--- src/rtl/gpio_bridge_pkg.sv ---
// Shared field map, opcodes and FSM encoding for the MicroBlaze GPIO command bridge.
package gpio_bridge_pkg;

    // GPO command word fields
    localparam int unsigned REQ_BIT  = 31;
    localparam int unsigned OPC_MSB  = 30;
    localparam int unsigned OPC_LSB  = 28;
    localparam int unsigned ADDR_MSB = 27;
    localparam int unsigned ADDR_LSB = 24;
    localparam int unsigned OPC_W    = OPC_MSB - OPC_LSB + 1;
    localparam int unsigned ADDR_W   = ADDR_MSB - ADDR_LSB + 1;
    localparam int unsigned WDATA_W  = 24;

    // GPI response word fields
    localparam int unsigned ACK_BIT = 31;
    localparam int unsigned ERR_BIT = 30;
    localparam int unsigned TO_BIT  = 29;

    localparam logic [OPC_W-1:0] OP_NOP    = 3'd0;
    localparam logic [OPC_W-1:0] OP_WRITE  = 3'd1;
    localparam logic [OPC_W-1:0] OP_RDREG  = 3'd2;
    localparam logic [OPC_W-1:0] OP_RDSTAT = 3'd3;
    localparam logic [OPC_W-1:0] OP_CLEAR  = 3'd4;

    typedef enum logic [1:0] {
        StIdle,
        StExec,
        StAck
    } state_e;

endpackage

--- src/rtl/gpio_bridge_regfile.sv ---
// Control register bank: one write port, synchronous clear-all and an asynchronous read mux.
module gpio_bridge_regfile
    import gpio_bridge_pkg::*;
#(
    parameter int unsigned NB_DATA = 24,
    parameter int unsigned NB_REGS = 16
) (
    input  logic                       clk_i,
    input  logic                       rst_i,
    input  logic                       we_i,
    input  logic                       clr_i,
    input  logic [ADDR_W-1:0]          wr_addr_i,
    input  logic [NB_DATA-1:0]         wr_data_i,
    input  logic [ADDR_W-1:0]          rd_addr_i,
    output logic [NB_DATA-1:0]         rd_data_o,
    output logic [NB_REGS*NB_DATA-1:0] regs_o
);

    logic [NB_DATA-1:0] regs_q [NB_REGS];

    always_ff @(posedge clk_i or posedge rst_i) begin
        if (rst_i) begin
            for (int k = 0; k < NB_REGS; k++) begin
                regs_q[k] <= '0;
            end
        end else if (clr_i) begin
            for (int k = 0; k < NB_REGS; k++) begin
                regs_q[k] <= '0;
            end
        end else if (we_i) begin
            for (int k = 0; k < NB_REGS; k++) begin
                if (32'(wr_addr_i) == k) begin
                    regs_q[k] <= wr_data_i;
                end
            end
        end
    end

    always_comb begin
        rd_data_o = '0;
        for (int k = 0; k < NB_REGS; k++) begin
            if (32'(rd_addr_i) == k) begin
                rd_data_o = regs_q[k];
            end
        end
    end

    for (genvar g = 0; g < NB_REGS; g++) begin : g_pack
        assign regs_o[g*NB_DATA +: NB_DATA] = regs_q[g];
    end

endmodule

--- src/rtl/gpio_cmd_bridge.sv ---
// Decodes MicroBlaze GPO command words into register bank accesses and answers on GPI.
// Define GPIO_BRIDGE_TIMEOUT_EN to abandon an ACK that is held longer than TIMEOUT_CYCLES.
module gpio_cmd_bridge
    import gpio_bridge_pkg::*;
#(
    parameter int unsigned NB_GPIOS       = 32,
    parameter int unsigned NB_DATA        = 24,
    parameter int unsigned NB_REGS        = 16,
    parameter int unsigned NB_STAT        = 4,
    parameter int unsigned TIMEOUT_CYCLES = 1000000
) (
    input  logic                       i_clk100,
    input  logic                       i_reset,
    input  logic [NB_GPIOS-1:0]        i_gpo,
    output logic [NB_GPIOS-1:0]        o_gpi,
    input  logic [NB_STAT*NB_DATA-1:0] i_status,
    output logic [NB_REGS*NB_DATA-1:0] o_regs,
    output logic                       o_wr_pulse,
    output logic [ADDR_W-1:0]          o_wr_addr
);

    state_e             state_q, state_d;
    logic               req_q, armed_q, rise;
    logic [OPC_W-1:0]   opc_q, opc_d;
    logic [ADDR_W-1:0]  addr_q, addr_d;
    logic [NB_DATA-1:0] wdata_q, wdata_d;
    logic [NB_DATA-1:0] rdata_q, rdata_d;
    logic               err_q, err_d;
    logic               wr_pulse_q, wr_pulse_d;
    logic [ADDR_W-1:0]  wr_addr_q, wr_addr_d;
    logic               rf_we, rf_clr;
    logic [NB_DATA-1:0] rf_rd_data, stat_word;
    logic               stat_oob;
    logic               timeout_bit, to_expire;
    logic [31:0]        gpi_word;

    // armed_q masks the first cycle after reset so a req already high is not taken as a rise
    assign rise = i_gpo[REQ_BIT] & ~req_q & armed_q;

    always_ff @(posedge i_clk100 or posedge i_reset) begin
        if (i_reset) begin
            req_q   <= 1'b0;
            armed_q <= 1'b0;
        end else begin
            req_q   <= i_gpo[REQ_BIT];
            armed_q <= 1'b1;
        end
    end

    always_comb begin
        stat_word = '0;
        for (int k = 0; k < NB_STAT; k++) begin
            if (32'(addr_q) == k) begin
                stat_word = i_status[k*NB_DATA +: NB_DATA];
            end
        end
    end

    assign stat_oob = 32'(addr_q) >= NB_STAT;

    always_comb begin
        state_d    = state_q;
        opc_d      = opc_q;
        addr_d     = addr_q;
        wdata_d    = wdata_q;
        rdata_d    = rdata_q;
        err_d      = err_q;
        wr_pulse_d = 1'b0;
        wr_addr_d  = wr_addr_q;
        rf_we      = 1'b0;
        rf_clr     = 1'b0;
        unique case (state_q)
            StIdle: begin
                if (rise) begin
                    state_d = StExec;
                    opc_d   = i_gpo[OPC_MSB:OPC_LSB];
                    addr_d  = i_gpo[ADDR_MSB:ADDR_LSB];
                    wdata_d = i_gpo[NB_DATA-1:0];
                end
            end
            StExec: begin
                state_d = StAck;
                rdata_d = '0;
                err_d   = 1'b0;
                case (opc_q)
                    OP_NOP: ;
                    OP_WRITE: begin
                        rf_we      = 1'b1;
                        wr_pulse_d = 1'b1;
                        wr_addr_d  = addr_q;
                    end
                    OP_RDREG: rdata_d = rf_rd_data;
                    OP_RDSTAT: begin
                        if (stat_oob) begin
                            err_d = 1'b1;
                        end else begin
                            rdata_d = stat_word;
                        end
                    end
                    OP_CLEAR: begin
                        rf_clr     = 1'b1;
                        wr_pulse_d = 1'b1;
                        wr_addr_d  = '0;
                    end
                    default: err_d = 1'b1;
                endcase
            end
            StAck: begin
                if (!i_gpo[REQ_BIT] || to_expire) begin
                    state_d = StIdle;
                end
            end
            default: state_d = StIdle;
        endcase
    end

    always_ff @(posedge i_clk100 or posedge i_reset) begin
        if (i_reset) begin
            state_q    <= StIdle;
            opc_q      <= OP_NOP;
            addr_q     <= '0;
            wdata_q    <= '0;
            rdata_q    <= '0;
            err_q      <= 1'b0;
            wr_pulse_q <= 1'b0;
            wr_addr_q  <= '0;
        end else begin
            state_q    <= state_d;
            opc_q      <= opc_d;
            addr_q     <= addr_d;
            wdata_q    <= wdata_d;
            rdata_q    <= rdata_d;
            err_q      <= err_d;
            wr_pulse_q <= wr_pulse_d;
            wr_addr_q  <= wr_addr_d;
        end
    end

`ifdef GPIO_BRIDGE_TIMEOUT_EN
    localparam int unsigned CntW = $clog2(TIMEOUT_CYCLES + 1);

    logic [CntW-1:0] cnt_q;
    logic            timeout_q;

    assign to_expire = (state_q == StAck) && i_gpo[REQ_BIT] &&
                       (cnt_q == CntW'(TIMEOUT_CYCLES - 1));

    // Sticky flag: cleared only when a command without error enters ACK
    always_ff @(posedge i_clk100 or posedge i_reset) begin
        if (i_reset) begin
            cnt_q     <= '0;
            timeout_q <= 1'b0;
        end else begin
            cnt_q <= (state_q == StAck) ? cnt_q + CntW'(1) : '0;
            if (to_expire) begin
                timeout_q <= 1'b1;
            end else if (state_q == StExec && !err_d) begin
                timeout_q <= 1'b0;
            end
        end
    end

    assign timeout_bit = timeout_q;
`else
    logic unused_timeout_cfg;
    assign unused_timeout_cfg = ^TIMEOUT_CYCLES;
    assign to_expire          = 1'b0;
    assign timeout_bit        = 1'b0;
`endif

    gpio_bridge_regfile #(
        .NB_DATA (NB_DATA),
        .NB_REGS (NB_REGS)
    ) u_regfile (
        .clk_i     (i_clk100),
        .rst_i     (i_reset),
        .we_i      (rf_we),
        .clr_i     (rf_clr),
        .wr_addr_i (addr_q),
        .wr_data_i (wdata_q),
        .rd_addr_i (addr_q),
        .rd_data_o (rf_rd_data),
        .regs_o    (o_regs)
    );

    always_comb begin
        gpi_word                = '0;
        gpi_word[ACK_BIT]       = (state_q == StAck);
        gpi_word[ERR_BIT]       = err_q;
        gpi_word[TO_BIT]        = timeout_bit;
        gpi_word[WDATA_W-1:0]   = WDATA_W'(rdata_q);
    end

    assign o_gpi      = NB_GPIOS'(gpi_word);
    assign o_wr_pulse = wr_pulse_q;
    assign o_wr_addr  = wr_addr_q;

endmodule

--- config.mk ---
export PLATFORM = sky130hd
export DESIGN_NAME = gpio_cmd_bridge
export DESIGN_NICKNAME = d
export VERILOG_FILES = /design/src/rtl/gpio_bridge_pkg.sv /design/src/rtl/gpio_bridge_regfile.sv /design/src/rtl/gpio_cmd_bridge.sv
export SDC_FILE = /design/constraint.sdc
export NUM_CORES = 1
export LEC_CHECK = 0
export CORE_MARGIN = 10
export CORE_UTILIZATION = 45
export CTS_CLUSTER_DIAMETER = 120
export DETAILED_ROUTE_END_ITERATION = 8
export MAX_ROUTING_LAYER = met4
export PLACE_DENSITY = 0.73
export SYNTH_ARGS = -nofsm -noshare
export SYNTH_HDL_FRONTEND = slang
export SYNTH_SLANG_ARGS = --single-unit
--- constraint.sdc ---
create_clock -name i_clk100 -period 25 [get_ports i_clk100]
set_input_delay 7.5 -clock i_clk100 [delete_from_list [all_inputs] [get_ports i_clk100]]
set_output_delay 7.5 -clock i_clk100 [all_outputs]
set_load 0.01 [all_outputs]
# Word level (Yosys, flattened, before mapping)

Cells that the tools add are included.

Eq/ne operators: 23
Reductions and logical operators: 42
Muxes and demuxes: 52
Magnitude comparators: 1
Bitwise operators: 3

Operators with widths:

| operator                                                          | number |
|---|---|
| two-way mux 24 bit                                                | 37 |
| two-way mux 384 bit                                               | 2 |
| one-hot mux 24 bit (2 select lines)                               | 1 |
| AND reduction 2 bit                                               | 19 |
| nonzero test 2 bit                                                | 18 |
| == test 4 bit, second input constant                              | 8 |
| == test 4 x 3 -> 1 bit, second input constant                     | 4 |
| == test 4 x 2 -> 1 bit, second input constant                     | 2 |
| one-hot mux 4 bit (2 select lines)                                | 1 |
| two-way mux 1 bit                                                 | 7 |
| == test 3 x 2 -> 1 bit, second input constant                     | 2 |
| one-hot mux 2 bit (3 select lines)                                | 1 |
| == test 4 x 1 -> 1 bit, second input constant                     | 1 |
| greater-or-equal comparator 4 x 3 -> 1 bit, second input constant | 1 |
| logical NOT 4 bit                                                 | 1 |
| two-way mux 2 bit                                                 | 2 |
| != test 2 bit, second input constant                              | 2 |
| OR reduction 4 bit                                                | 1 |
| == test 3 x 1 -> 1 bit, second input constant                     | 1 |
| == test 3 bit, second input constant                              | 1 |
| logical NOT 3 bit                                                 | 1 |
| AND 1 bit                                                         | 2 |
| == test 2 x 1 -> 1 bit, second input constant                     | 1 |
| == test 2 bit, second input constant                              | 1 |
| 4 further kinds                                                   | 4 |

Register bits after elaboration: 449
Word-level logic and storage cells: 147
Output and inout port bits: 421
Bits of input ports: 130

# Longest topological paths before layout

Depth in word-level cells: 18
Depth in mapped cells: 10
Mapped depth without buffers: 6

# Cells and area by module

From an unflattened synthesis, not the netlist that was laid out.

Cell total of the unflattened synthesis: 2616
Area total of the unflattened synthesis: 22582.9 µm²

By module, submodules not included:

| module              | times used | seq. area each (µm²) | cells an instance | area each (µm²) |
|---|---|---|---|---|
| gpio_bridge_regfile | 1          | 9609.2               | 2280              | 19102.1 |
| gpio_cmd_bridge     | 1          | 1626.6               | 336               | 3480.8 |

# Worst setup path before layout

Ideal clock, no wire load.

Kind: input -> register
From: input port i_gpo[31]
To: register wdata_q[0]
Path slack: 16.180 ns
Path buffers: 1
Arrival: 8.695 ns
Cell stages on the path: 4
Setup time: 0.125 ns
Required time: 24.875 ns
Cell sequence: nand2_1 nor4_2 buf_2 mux2_2

Longest elaborated chain between the ends: 3

RTL lines:

| item                          | line                   | text |
|---|---|---|
| from (decl)                   | gpio_cmd_bridge.sv:14  | `input logic [NB_GPIOS-1:0] i_gpo,` |
| AND 1 bit (2 in a row)        | gpio_cmd_bridge.sv:38  | `assign rise = i_gpo[REQ_BIT] & ~req_q & armed_q;` |
| AND reduction 2 bit (no line) | n/a                    |  |
| to (signal assigned)          | gpio_cmd_bridge.sv:131 | `wdata_q <= wdata_d;` |
| to (decl)                     | gpio_cmd_bridge.sv:26  | `logic [NB_DATA-1:0] wdata_q, wdata_d;` |

No other way between the ends.
A chain may end at the register's enable or synchronous reset.

==> summary.md <==
| Metric | Value |
|---|---|
| Row count | `78` |
| Cell Chain, Critical Path | `clkdlybuf4s50_1, inv_8, buf_4, buf_4` |
| DRT Pass-1 Iters | `6` |
| CTS buffer count | `49` |
| Largest net degree at the start of global routing | `136` |
| Synth top area share | `0.548` |
| CTS tree | `built` |
| Clock Skew | `27.8 ps` |
| Crit path kind | `primary input to asynchronous set/reset pin` |
| Synth Instances | `2108` |
| CP dominant cell by count | `buf_4` |
| Worst r2r src | `addr_q[1]` |
| Crit Path Max Fanout | `135` |
| Peak supply drop | `0.0000512 V` |
| Netlist cell types | `56` |
| Reg2reg path depth | `8` |
| Worst setup margin | `15080 ps` |
| Clk root buf | `clkbuf_16` |
| Gr usage total | `0.340` |
| Worst slack, placed | `14380 ps` |
| Worst min path class | `register to register` |
| Synth top area cells | `dfrtp_1, nand2_1, o21ai_0` |
| Top-level port count | `551` |
| Die Y | `234 µm` |
| FF-to-FF setup slack | `20710 ps` |
| Antenna violations before repair | `2` |
| Max Fclk | `0.101 GHz` |
| Bufs and invs on worst path | `4` |
| Lkg Pwr | `11.6 nW` |
| Layout cells sized above 1 | `0.0844` |
| Ys Warns | `0` |
| Post-route minimum period | `9920 ps` |
| HP Start | `err_q` |
| Max_cap viols | `0` |
| Comb pwr share | `0.308` |
| Final hold slack | `488 ps` |
| Worst-Margin Slew | `1270 ps` |
| Number of synthesized flops with an enable pin | `0` |
| Postcts setup bufs | `0` |
| Fin Setup TNS | `0 ps` |
| Avg Inst Size Synth | `9.73 µm²` |
| Fin crit share | `0.397` |
| Core Footprint | `0.0452 mm²` |
| Post-synthesis async set-or-reset flop share | `1.00` |
| Clk sink count | `449` |
| Post-DP HPWL | `67.7 mm` |
| Final Hold Viols | `0` |
| Switch Pwr | `0.853 mW` |
| Routed wire length | `92.0 mm` |
| Most common cell in the netlist | `nand2_1` |
| Via count | `19000` |
| Die Area | `0.0545 mm²` |
| # nets final | `2678` |
| Critical Path Source Type | `primary input` |
| Clock slew at reported path FFs | `60 ps` |
| Internal power | `1.57 mW` |
| Crit-path slowest cell | `buf_4` |
| Commonest cells in the netlist | `nand2_1, dfrtp_1, o21ai_0, o21ai_1, buf_2` |
| Sw frac | `0.352` |
| Hold Buf Count CTS | `0` |
| Sequential share of the synthesized area | `0.548` |
| PortBufs | `544` |
| GR Overflow Total | `0` |
| CTS max path bufs | `3` |
| Crit path max-delay family | `buffers and inverters` |
| CTS H-Tree Depth | `2` |
| #FFs+latches synth | `449` |
| Pwr/cell area | `86.9 mW/mm²` |
| Clk pwr share | `0.306` |
| Fillers | `3752` |
| Post-Syn Area | `0.0205 mm²` |
| Hold path depth | `2` |
| First-pass GRT wire length | `132 mm` |
| Die X | `234 µm` |
| DRT iter0 DRCs | `1858` |
| PnR Total Power | `2.42 mW` |
| Antenna viol nets, final | `0` |
| Vias per cell | `5.97` |
| Clk_lat worst skew | `610 ps` |
| # setup viols final | `0` |
| Layout area overhead | `36.0%` |
| RR Endpoint | `rdata_q[6]` |
| Sequential share of power | `0.386` |
| Rel. slew slack | `0.153` |
| Slowest stage delay, CP | `820 ps` |
| Crit path DAT | `10530 ps` |
| Final Wtd Congestion | `0.944` |
| Avg WL per Cell | `28.9 µm` |
| Vias in the first global route | `19100` |
| # resized after CTS | `0` |
| Residual DRC count | `0` |
| Max-slew violation count | `0` |
| Synth area leader | `dfrtp_1` |
| Initial Util | `0.454` |
| Ys flop type | `dfrtp_1` |
| CP Capture Type | `asynchronous set/reset pin` |
| WHS Endpoint | `err_q` |
| RSZ-0062 raised after global routing | `false` |
| Status | `finished, final reports clean` |
| CP required | `25610 ps` |
[metal layers]
layer | vias up | global-route usage | routed length [µm]
met5 | - | - | 0
met4 | 0 | 0.160 | 5020
met3 | 214 | 0.0878 | 8380
met2 | 1023 | 0.557 | 44800
met1 | 9414 | 0.385 | 33800
li1 | 8362 | - | -
[power by group through the flow]
stage,clock (mW),combinational [mW],sequential [mW]
final,0.742,0.746,0.937
after global placement,0,0.729,0.940
after CTS,0.746,0.746,0.934
after floorplan,0,0.326,0.951
after detailed placement,0,0.742,0.946
after global routing,0.774,0.789,0.949
[kinds of logic after synthesis]
kind of cell,after synthesis,synth area share
compound gates,745,0.208
xor+xnor,1,0.000427
buf+inv,208,0.0484
flops,449,0.548
mux,122,0.0828
other cells,2,0.000366
simple gates,581,0.112
[worst register-to-register path, cell delays in order, from the launching register on]
cell	delay, ps
dfrtp_4	600
buf_4	590
buf_4	660
nand2_1	370
nor2_1	820
a221oi_1	410
a22o_1	300
a21oi_1	310
a221o_1	170
[sequential cells by signal, summed over array words and instances (netlist names)]
signal	flops
opc_q	3
state_q	2
wdata_q	24
o_wr_addr	4
rdata_q	24
o_wr_pulse	1
addr_q	4
armed_q	1
u_regfile.regs_o	384
err_q	1
req_q	1
[through the flow]
stage          area, µm²  instances   util
2_1_floorplan      20500       2113      -
3_3_place_gp       26300       3097  0.581
3_5_place_dp       26300       3097  0.581
4_1_cts            27900       3184  0.617
5_1_grt            27900       3185  0.617
6_report           27900       3186  0.617
[cell usage in the layout, fill, tap and decap left out, types with 9 or more instances in the layout]
cell type,instances
buf_4,33
clkdlybuf4s50_1,544
a222oi_1,9
a21o_1,15
mux2_2,41
o21ai_4,16
nor2_1,73
a21oi_1,68
o21a_1,9
a221o_1,15
o21ai_1,219
o21ai_0,263
inv_1,12
clkbuf_1,10
a22oi_1,18
mux2i_1,47
dfrtp_1,445
mux4_2,34
clkbuf_8,10
clkinv_2,9
nand2_1,462
clkbuf_16,49
a221oi_1,17
o22ai_1,37
a22o_1,10
[worst max path at each step]
| stage | start | endpoint | slack, ps | cells after the start |
|---|---|---|---|---|
| 2_1_floorplan | i_reset | addr_q[0] | 4990 | 1 |
| 3_3_place_gp | i_reset | u_regfile.regs_o[119] | 14460 | 4 |
| 6_report | i_reset | u_regfile.regs_o[180] | 15080 | 4 |
| 3_5_place_dp | i_reset | u_regfile.regs_o[119] | 14380 | 4 |
| 4_1_cts | i_reset | u_regfile.regs_o[143] | 15000 | 4 |
| 5_1_grt | i_reset | u_regfile.regs_o[143] | 14690 | 4 |
[area by class of cell]
cell class,count,area [µm²],area share
Sequential cell,449,11200,0.403
Multi-Input combinational cell,1456,8510,0.305
Timing Repair Buffer,577,5690,0.204
Clock buffer,69,1400,0.0502
Tap cell,600,751,0.0269
Clock inverter,18,225,0.00808
Inverter,15,63.8,0.00229
Antenna cell,2,5.00,0.000179
Power figures use the tool's default switching activity.
